===== config.mk =====
export PLATFORM = sky130hd
export DESIGN_NAME = ssm_io_sequencer
export DESIGN_NICKNAME = d
export VERILOG_FILES = /design/src/rtl/ssm_pkg.sv /design/src/rtl/ssm_y_serializer.sv /design/src/rtl/ssm_io_sequencer.sv
export SDC_FILE = /design/constraint.sdc
export NUM_CORES = 2
export LEC_CHECK = 0
export CORE_AREA = 2 2 744 746
export DETAILED_ROUTE_END_ITERATION = 8
export DIE_AREA = 0 0 746 748
export DONT_BUFFER_PORTS = 1
export PLACE_DENSITY = 0.3
export SYNTH_ARGS = -nofsm -noshare
export SYNTH_HDL_FRONTEND = slang
export SYNTH_SLANG_ARGS = --single-unit

===== constraint.sdc =====
create_clock -name clk -period 55.5 [get_ports clk]
set_input_delay 5.55 -clock clk [delete_from_list [all_inputs] [get_ports clk]]
set_output_delay 5.55 -clock clk [all_outputs]
set_load 0.05 [all_outputs]

===== src/rtl/ssm_pkg.sv =====
// ssm_pkg: shared constants for the FP16 SSM I/O sequencer.
// Holds the operand field layout of one input frame, the frame length
// helpers and the sequencer FSM state encoding.
package ssm_pkg;

  // Default block dimensions (batch, heads, head dim, state dim).
  localparam int DEF_B = 1;
  localparam int DEF_H = 4;
  localparam int DEF_P = 4;
  localparam int DEF_N = 4;

  typedef enum logic [2:0] {
    RST_IDLE = 3'd0,
    LOAD     = 3'd1,
    FIRE     = 3'd2,
    WAIT     = 3'd3,
    DRAIN    = 3'd4
  } seq_state_t;

  // Operand fields in the order they arrive on the input stream.
  typedef enum logic [2:0] {
    F_DT = 3'd0,
    F_DA = 3'd1,
    F_B  = 3'd2,
    F_C  = 3'd3,
    F_D  = 3'd4,
    F_X  = 3'd5,
    F_H  = 3'd6
  } field_t;

  // Number of words a field occupies in a frame.
  function automatic int field_size(input field_t f, input int b, input int h,
                                    input int p, input int n);
    case (f)
      F_DT, F_DA: return b * h;
      F_B, F_C:   return b * n;
      F_D:        return h;
      F_X:        return b * h * p;
      F_H:        return b * h * p * n;
      default:    return 0;
    endcase
  endfunction

  // Word index of the first word of a field within the frame.
  function automatic int field_off(input field_t f, input int b, input int h,
                                   input int p, input int n);
    case (f)
      F_DT:    return 0;
      F_DA:    return b * h;
      F_B:     return 2 * b * h;
      F_C:     return 2 * b * h + b * n;
      F_D:     return 2 * b * h + 2 * b * n;
      F_X:     return 2 * b * h + 2 * b * n + h;
      F_H:     return 2 * b * h + 2 * b * n + h + b * h * p;
      default: return 0;
    endcase
  endfunction

  // Input frame length in words.
  function automatic int w_in(input int b, input int h, input int p, input int n);
    return field_off(F_H, b, h, p, n) + field_size(F_H, b, h, p, n);
  endfunction

  // Output frame length in words.
  function automatic int w_out(input int b, input int h, input int p);
    return b * h * p;
  endfunction

  localparam int OFF_DT = field_off(F_DT, DEF_B, DEF_H, DEF_P, DEF_N);
  localparam int OFF_DA = field_off(F_DA, DEF_B, DEF_H, DEF_P, DEF_N);
  localparam int OFF_B  = field_off(F_B,  DEF_B, DEF_H, DEF_P, DEF_N);
  localparam int OFF_C  = field_off(F_C,  DEF_B, DEF_H, DEF_P, DEF_N);
  localparam int OFF_D  = field_off(F_D,  DEF_B, DEF_H, DEF_P, DEF_N);
  localparam int OFF_X  = field_off(F_X,  DEF_B, DEF_H, DEF_P, DEF_N);
  localparam int OFF_H  = field_off(F_H,  DEF_B, DEF_H, DEF_P, DEF_N);

endpackage


===== src/rtl/ssm_y_serializer.sv =====
// ssm_y_serializer: captures the core result vector in one cycle and
// drains it word by word over a valid/ready stream. out_data/out_last
// are registers, so they hold steady while the sink stalls.
module ssm_y_serializer #(
  parameter int DW    = 16,
  parameter int W_OUT = 16
) (
  input  logic                  clk,
  input  logic                  rst,
  input  logic                  capture,
  input  logic [W_OUT*DW-1:0]   y_in,
  input  logic                  out_ready,
  output logic [DW-1:0]         out_data,
  output logic                  out_valid,
  output logic                  out_last,
  output logic                  drain_done
);

  localparam int RCNT_W = (W_OUT > 1) ? $clog2(W_OUT) : 1;
  localparam logic [RCNT_W-1:0] RCNT_LAST = RCNT_W'(W_OUT - 1);

  logic [DW-1:0]     y_mem [W_OUT];
  logic [RCNT_W-1:0] rcnt;
  logic [RCNT_W-1:0] rcnt_inc;
  logic              beat;

  assign beat       = out_valid && out_ready;
  assign rcnt_inc   = rcnt + RCNT_W'(1);
  assign drain_done = beat && out_last;

  // Snapshot the whole result vector when the core reports done.
  always_ff @(posedge clk or posedge rst) begin
    if (rst) begin
      for (int k = 0; k < W_OUT; k++) y_mem[k] <= '0;
    end else if (capture) begin
      for (int k = 0; k < W_OUT; k++) y_mem[k] <= y_in[k*DW +: DW];
    end
  end

  // Walk the read counter and present the next word after each accepted beat.
  always_ff @(posedge clk or posedge rst) begin
    if (rst) begin
      rcnt      <= '0;
      out_valid <= 1'b0;
      out_last  <= 1'b0;
      out_data  <= '0;
    end else if (capture) begin
      rcnt      <= '0;
      out_valid <= 1'b1;
      out_last  <= (W_OUT == 1);
      out_data  <= y_in[DW-1:0];
    end else if (beat) begin
      if (out_last) begin
        rcnt      <= '0;
        out_valid <= 1'b0;
        out_last  <= 1'b0;
      end else begin
        rcnt     <= rcnt_inc;
        out_data <= y_mem[rcnt_inc];
        out_last <= (rcnt_inc == RCNT_LAST);
      end
    end
  end

endmodule


===== src/rtl/ssm_io_sequencer.sv =====
// ssm_io_sequencer: loads one token's operands from a word stream into
// registered flat buses, fires the SSM core, waits for done and streams
// the result back out. Optional feature macro SSM_SEQ_PERF_CNT_EN adds a
// core_cycles latency counter port.
module ssm_io_sequencer
  import ssm_pkg::*;
#(
  parameter int B  = 1,
  parameter int H  = 4,
  parameter int P  = 4,
  parameter int N  = 4,
  parameter int DW = 16
) (
  input  logic                    clk,
  input  logic                    rst,
  input  logic [DW-1:0]           in_data,
  input  logic                    in_valid,
  input  logic                    in_last,
  output logic                    in_ready,
  output logic [B*H*DW-1:0]       dt_flat,
  output logic [B*H*DW-1:0]       dA_flat,
  output logic [B*N*DW-1:0]       Bmat_flat,
  output logic [B*N*DW-1:0]       C_flat,
  output logic [H*DW-1:0]         D_flat,
  output logic [B*H*P*DW-1:0]     x_flat,
  output logic [B*H*P*N*DW-1:0]   h_prev_flat,
  output logic                    core_start,
  input  logic                    core_done,
  input  logic [B*H*P*DW-1:0]     core_y_flat,
  output logic [DW-1:0]           out_data,
  output logic                    out_valid,
  output logic                    out_last,
  input  logic                    out_ready,
  output logic                    frame_err
`ifdef SSM_SEQ_PERF_CNT_EN
  ,
  output logic [31:0]             core_cycles
`endif
);

  localparam int W_IN_C  = w_in(B, H, P, N);
  localparam int W_OUT_C = w_out(B, H, P);
  localparam int WCNT_W  = (W_IN_C > 1) ? $clog2(W_IN_C) : 1;
  localparam logic [WCNT_W-1:0] WCNT_LAST = WCNT_W'(W_IN_C - 1);

  localparam int O_DT = field_off(F_DT, B, H, P, N);
  localparam int O_DA = field_off(F_DA, B, H, P, N);
  localparam int O_B  = field_off(F_B,  B, H, P, N);
  localparam int O_C  = field_off(F_C,  B, H, P, N);
  localparam int O_D  = field_off(F_D,  B, H, P, N);
  localparam int O_X  = field_off(F_X,  B, H, P, N);
  localparam int O_H  = field_off(F_H,  B, H, P, N);

  seq_state_t             state;
  seq_state_t             next_state;
  logic [WCNT_W-1:0]      wcnt;
  logic [DW-1:0]          op_mem [W_IN_C];
  logic [W_IN_C*DW-1:0]   op_flat;
  logic                   load_accept;
  logic                   last_word;
  logic                   capture;
  logic                   drain_done;

  assign last_word = (wcnt == WCNT_LAST);

  // State register.
  always_ff @(posedge clk or posedge rst) begin
    if (rst) state <= RST_IDLE;
    else     state <= next_state;
  end

  // Next-state and per-cycle strobes.
  always_comb begin
    next_state  = state;
    load_accept = 1'b0;
    capture     = 1'b0;
    case (state)
      RST_IDLE: next_state = LOAD;
      LOAD: begin
        load_accept = in_valid && in_ready;
        if (load_accept && last_word) next_state = FIRE;
        else                          next_state = LOAD;
      end
      FIRE: next_state = WAIT;
      WAIT: begin
        if (core_done) begin
          capture    = 1'b1;
          next_state = DRAIN;
        end else begin
          next_state = WAIT;
        end
      end
      DRAIN: begin
        if (drain_done) next_state = LOAD;
        else            next_state = DRAIN;
      end
      default: next_state = RST_IDLE;
    endcase
  end

  // Registered handshake/strobe outputs decoded from the upcoming state.
  always_ff @(posedge clk or posedge rst) begin
    if (rst) begin
      in_ready   <= 1'b0;
      core_start <= 1'b0;
    end else begin
      in_ready   <= (next_state == LOAD);
      core_start <= (next_state == FIRE);
    end
  end

  // Input word counter; framing is purely by count.
  always_ff @(posedge clk or posedge rst) begin
    if (rst) begin
      wcnt <= '0;
    end else if (load_accept) begin
      wcnt <= last_word ? '0 : wcnt + WCNT_W'(1);
    end
  end

  // Operand storage: written only on accepts, frozen from FIRE through DRAIN.
  always_ff @(posedge clk or posedge rst) begin
    if (rst) begin
      for (int k = 0; k < W_IN_C; k++) op_mem[k] <= '0;
    end else if (load_accept) begin
      op_mem[wcnt] <= in_data;
    end
  end

  // Sticky flag when in_last disagrees with the word position.
  always_ff @(posedge clk or posedge rst) begin
    if (rst) begin
      frame_err <= 1'b0;
    end else if (load_accept && (in_last != last_word)) begin
      frame_err <= 1'b1;
    end
  end

  // Flatten stored words in frame order so each field is a plain slice.
  always_comb begin
    op_flat = '0;
    for (int k = 0; k < W_IN_C; k++) op_flat[k*DW +: DW] = op_mem[k];
  end

  assign dt_flat     = op_flat[O_DT*DW +: B*H*DW];
  assign dA_flat     = op_flat[O_DA*DW +: B*H*DW];
  assign Bmat_flat   = op_flat[O_B*DW  +: B*N*DW];
  assign C_flat      = op_flat[O_C*DW  +: B*N*DW];
  assign D_flat      = op_flat[O_D*DW  +: H*DW];
  assign x_flat      = op_flat[O_X*DW  +: B*H*P*DW];
  assign h_prev_flat = op_flat[O_H*DW  +: B*H*P*N*DW];

  ssm_y_serializer #(
    .DW    (DW),
    .W_OUT (W_OUT_C)
  ) u_y_ser (
    .clk        (clk),
    .rst        (rst),
    .capture    (capture),
    .y_in       (core_y_flat),
    .out_ready  (out_ready),
    .out_data   (out_data),
    .out_valid  (out_valid),
    .out_last   (out_last),
    .drain_done (drain_done)
  );

`ifdef SSM_SEQ_PERF_CNT_EN
  // Core latency: cleared in FIRE, counts every WAIT cycle (done cycle included), saturating.
  always_ff @(posedge clk or posedge rst) begin
    if (rst) begin
      core_cycles <= 32'd0;
    end else if (state == FIRE) begin
      core_cycles <= 32'd0;
    end else if ((state == WAIT) && (core_cycles != 32'hFFFF_FFFF)) begin
      core_cycles <= core_cycles + 32'd1;
    end
  end
`endif

endmodule

==> run summary <==
status - finished, violations left
failing checks - antenna rules
largest net degree at the start of global routing - 162
worst clock skew - 0.135 ns
r2r endpoint - h_prev_flat[921]$_DFFE_PP0P_
EDFF count, synth - 0
die area - 558000 µm²
area delta synth->final - 22.8%
vias in the first global route - 43800
Distinct cells, synth - 36
DR WL/cell - 29.7 µm
first-pass GRT wire length - 484000 µm
final setup margin - 44.88 ns
WP buf/inv - 9
gr ovfl total - 0
drt total wl - 372000 µm
# rows - 273
CP Class - in2async
Async SR Flop Fraction - 1.00
PostCTS Resize Cnt - 0
die height - 748 µm
maximum clock frequency - 94.2 MHz
Core Box Area - 551000 µm²
CP Capture Type - async pin
crit-path cells - clkinvlp_4, buf_12, buf_4, buf_4, buf_4, buf_4, buf_4, buf_4, buf_4
crit path from - rst
dpl cell area - 81400 µm²
WP data required - 56.43 ns
clk_lat worst skew - 0.98 ns
Final Hold Vio Count - 0
Residual DRC - 0
most frequent CP cell - buf_4
Hold Path Sink - u_y_ser.y_mem[92]$_DFFE_PP0P_
dpl cells - 12000
antenna violations before repair - 68
Top Family by Delay on Critical Path - buffers and inverters
Synth Flop Type - dfrtp_1
final slew viol count - 0
ANT nets after route - 2
post-synthesis instance total - 5028
ranking of synthesized cells by area - dfrtp_1 (65%), mux2_2 (25%), nand2_1 (4.5%)
Net Sw Power - 0.00172 W
Mapped Nets - 5309
Max Cap Viol - 0
worst slew pin tran - 1.38 ns
Worst R2R Path Depth - 6
Root Buffer - clkbuf_16
Ys Warns - 0
Pwr per Cell Area - 48.7 nW/µm²
# setup viols final - 0
post-synthesis sequential area ratio - 0.649
Max stage delay on crit path - 0.80 ns
DP Worst Slack - 43.63 ns
CP max stage cell - buf_4
Comb pwr share - 0.063
Clock power frac - 0.368
final instance area - 89600 µm²
Worst EP arrival - 11.55 ns
leakage power - 43.0 nW
critical path launch point type - input pin
Syn Area/Cell - 14.5 µm²
switching share of power - 0.394
port buffer count - 0
Hold Crit Depth - 2
Initial Util - 0.132
area share of the largest cell type after synthesis - 0.649
GPL Wtd Cong - 0.756
metal3 WL - 35900 µm
Detailed Route Iter0 Violations - 2489
met2 routed WL - 186000 µm
layout cells sized above 1 - 0.425
chip width - 746 µm
most instantiated cells after synthesis - dfrtp_1 (1891), mux2_2 (1617), nand2_1 (872), clkbuf_1 (299), mux4_2 (49)
setup TNS - 0 ns
max layer used - met5
RR Startpoint - in_ready$_DFF_PP0_
CTS clk-pin slew, worst paths - 0.06 ns
Tcrit/Tclk final - 0.191
relative slew slack - 0.0792
DR vias/cell - 3.41
number of CTS-inserted buffers - 239
post-CTS setup buffer count - 0
largest area contributor in the netlist - dfrtp_1
H-tree levels - 4
Seq pwr share - 0.570
gr usage total - 0.128
unrepaired setup endpoints after global routing - false
Max Root-Sink Buffers - 4
Min-Delay Startpoint - u_y_ser.y_mem[92]$_DFFE_PP0P_
CTS Hold Bufs - 0
Peak VDD IR - 0.0254 mV
clock sink total - 1891
# IOs - 1899
total internal power - 0.00265 W
WL met1 - 139000 µm
worst hold slack - 0.469 ns
cell area after synthesis - 73000 µm²
crit path max fanout - 129
Worst Hold Class - reg2reg
DP HPWL - 255000 µm
Seq cells post-synth - 1891
drt first pass iters - 5
final cell count without fillers - 12500
most common cell in the netlist - dfrtp_1
via count - 42700
CTS tree - built
Nets - 5241
R2R Setup Slk - 50.78 ns
post-route minimum period - 10.62 ns
-- worst max path at each step --
stage / endpoint / depth (start not counted)
after detailed placement: h_prev_flat[231]$_DFFE_PP0P_ / 9
after global placement: h_prev_flat[231]$_DFFE_PP0P_ / 9
after floorplan: Bmat_flat[0]$_DFFE_PP0P_ / 1
after CTS: h_prev_flat[529]$_DFFE_PP0P_ / 9
after global routing: h_prev_flat[588]$_DFFE_PP0P_ / 9
final: h_prev_flat[588]$_DFFE_PP0P_ / 9
-- through the flow --
| step | total power, W | util |
|---|---|---|
| final | 0.00437 | 0.163 |
| after global routing | 0.00453 | 0.162 |
| after CTS | 0.00445 | 0.162 |
| after detailed placement | 0.00281 | 0.148 |
| after global placement | 0.00280 | 0.148 |
| after floorplan | 0.00256 | - |
-- cell usage in the layout, fill, tap and decap left out, types with 4 or more instances in the layout --
cell | netlist | routed
clkbuf_8 | 0 | 70
diode_2 | 0 | 81
nor2_1 | 19 | 16
xor2_1 | 6 | 4
nor4b_4 | 2 | 4
mux2i_1 | 32 | 32
nand4b_1 | 4 | 4
inv_6 | 0 | 6
nand2b_1 | 5 | 5
and2_1 | 7 | 6
clkbuf_1 | 299 | 56
mux4_2 | 49 | 49
clkinv_2 | 0 | 37
mux2_2 | 1617 | 1617
nor3_1 | 10 | 5
clkinv_16 | 0 | 4
nand3_1 | 20 | 20
nor3_2 | 1 | 5
nand4_1 | 4 | 4
a21oi_1 | 8 | 8
o22ai_1 | 31 | 31
clkinvlp_4 | 0 | 4
dfrtp_1 | 1891 | 1890
clkbuf_16 | 0 | 241
bufinv_16 | 0 | 12
nand2_2 | 23 | 39
nand2_1 | 872 | 856
inv_1 | 5 | 4
o2bb2ai_1 | 15 | 15
buf_4 | 5 | 74
-- logic make-up after synthesis --
logic type / Yosys count / synth area share
XOR/XNOR: 6 / 0.000720
flip-flops: 1891 / 0.649
adder cells (fa/ha/maj): 3 / 0.000515
buffers and inverters: 391 / 0.0211
AO/OA/AOI/OAI: 60 / 0.00566
AND/OR/NAND/NOR: 979 / 0.0542
multiplexers: 1698 / 0.269
-- worst reg2reg max path, cell delays in order, from the launching register on --
cell and delay, ns:
dfrtp_1 0.78, nand4b_1 0.69, nor2_1 0.73, and4b_2 0.67, buf_4 0.40, and2_1 0.95, mux2_2 0.44
-- per-layer routing --
layer / global-route usage / vias up
met5: 0 / -
met1: 0.144 / 23200
met4: 0.0336 / 40
li1: - / 17300
met3: 0.0508 / 420
met2: 0.225 / 1760
-- power by group through the flow --
| stage | clock [W] | sequential (W) | combinational, W |
|---|---|---|---|
| floorplan | 0 | 0.00232 | 0.000230 |
| global placement | 0 | 0.00253 | 0.000272 |
| detailed placement | 0 | 0.00252 | 0.000283 |
| CTS | 0.00167 | 0.00250 | 0.000284 |
| global route | 0.00172 | 0.00250 | 0.000302 |
| finish | 0.00161 | 0.00249 | 0.000273 |
-- area by class of cell --
class	instances	area, µm²
clock inverter	69	837
clock buffer	367	7200
inverter	5	22.5
sequential	1891	47300
timing repair buffer	77	616
multi-input combinational	2746	24300
tap	7287	9120
fill	60500	461000
antenna	81	203
-- sequential cells by signal, indices dropped and copies added, names as in the netlist --
| register | cells |
|---|---|
| Bmat_flat | 64 |
| C_flat | 64 |
| D_flat | 64 |
| core_start | 1 |
| dA_flat | 64 |
| dt_flat | 64 |
| frame_err | 1 |
| h_prev_flat | 1024 |
| in_ready | 1 |
| state | 3 |
| u_y_ser.out_data | 16 |
| u_y_ser.out_last | 1 |
| u_y_ser.out_valid | 1 |
| u_y_ser.rcnt | 4 |
| u_y_ser.y_mem | 256 |
| wcnt | 7 |
| x_flat | 256 |
(Power assumes the default switching activity.)
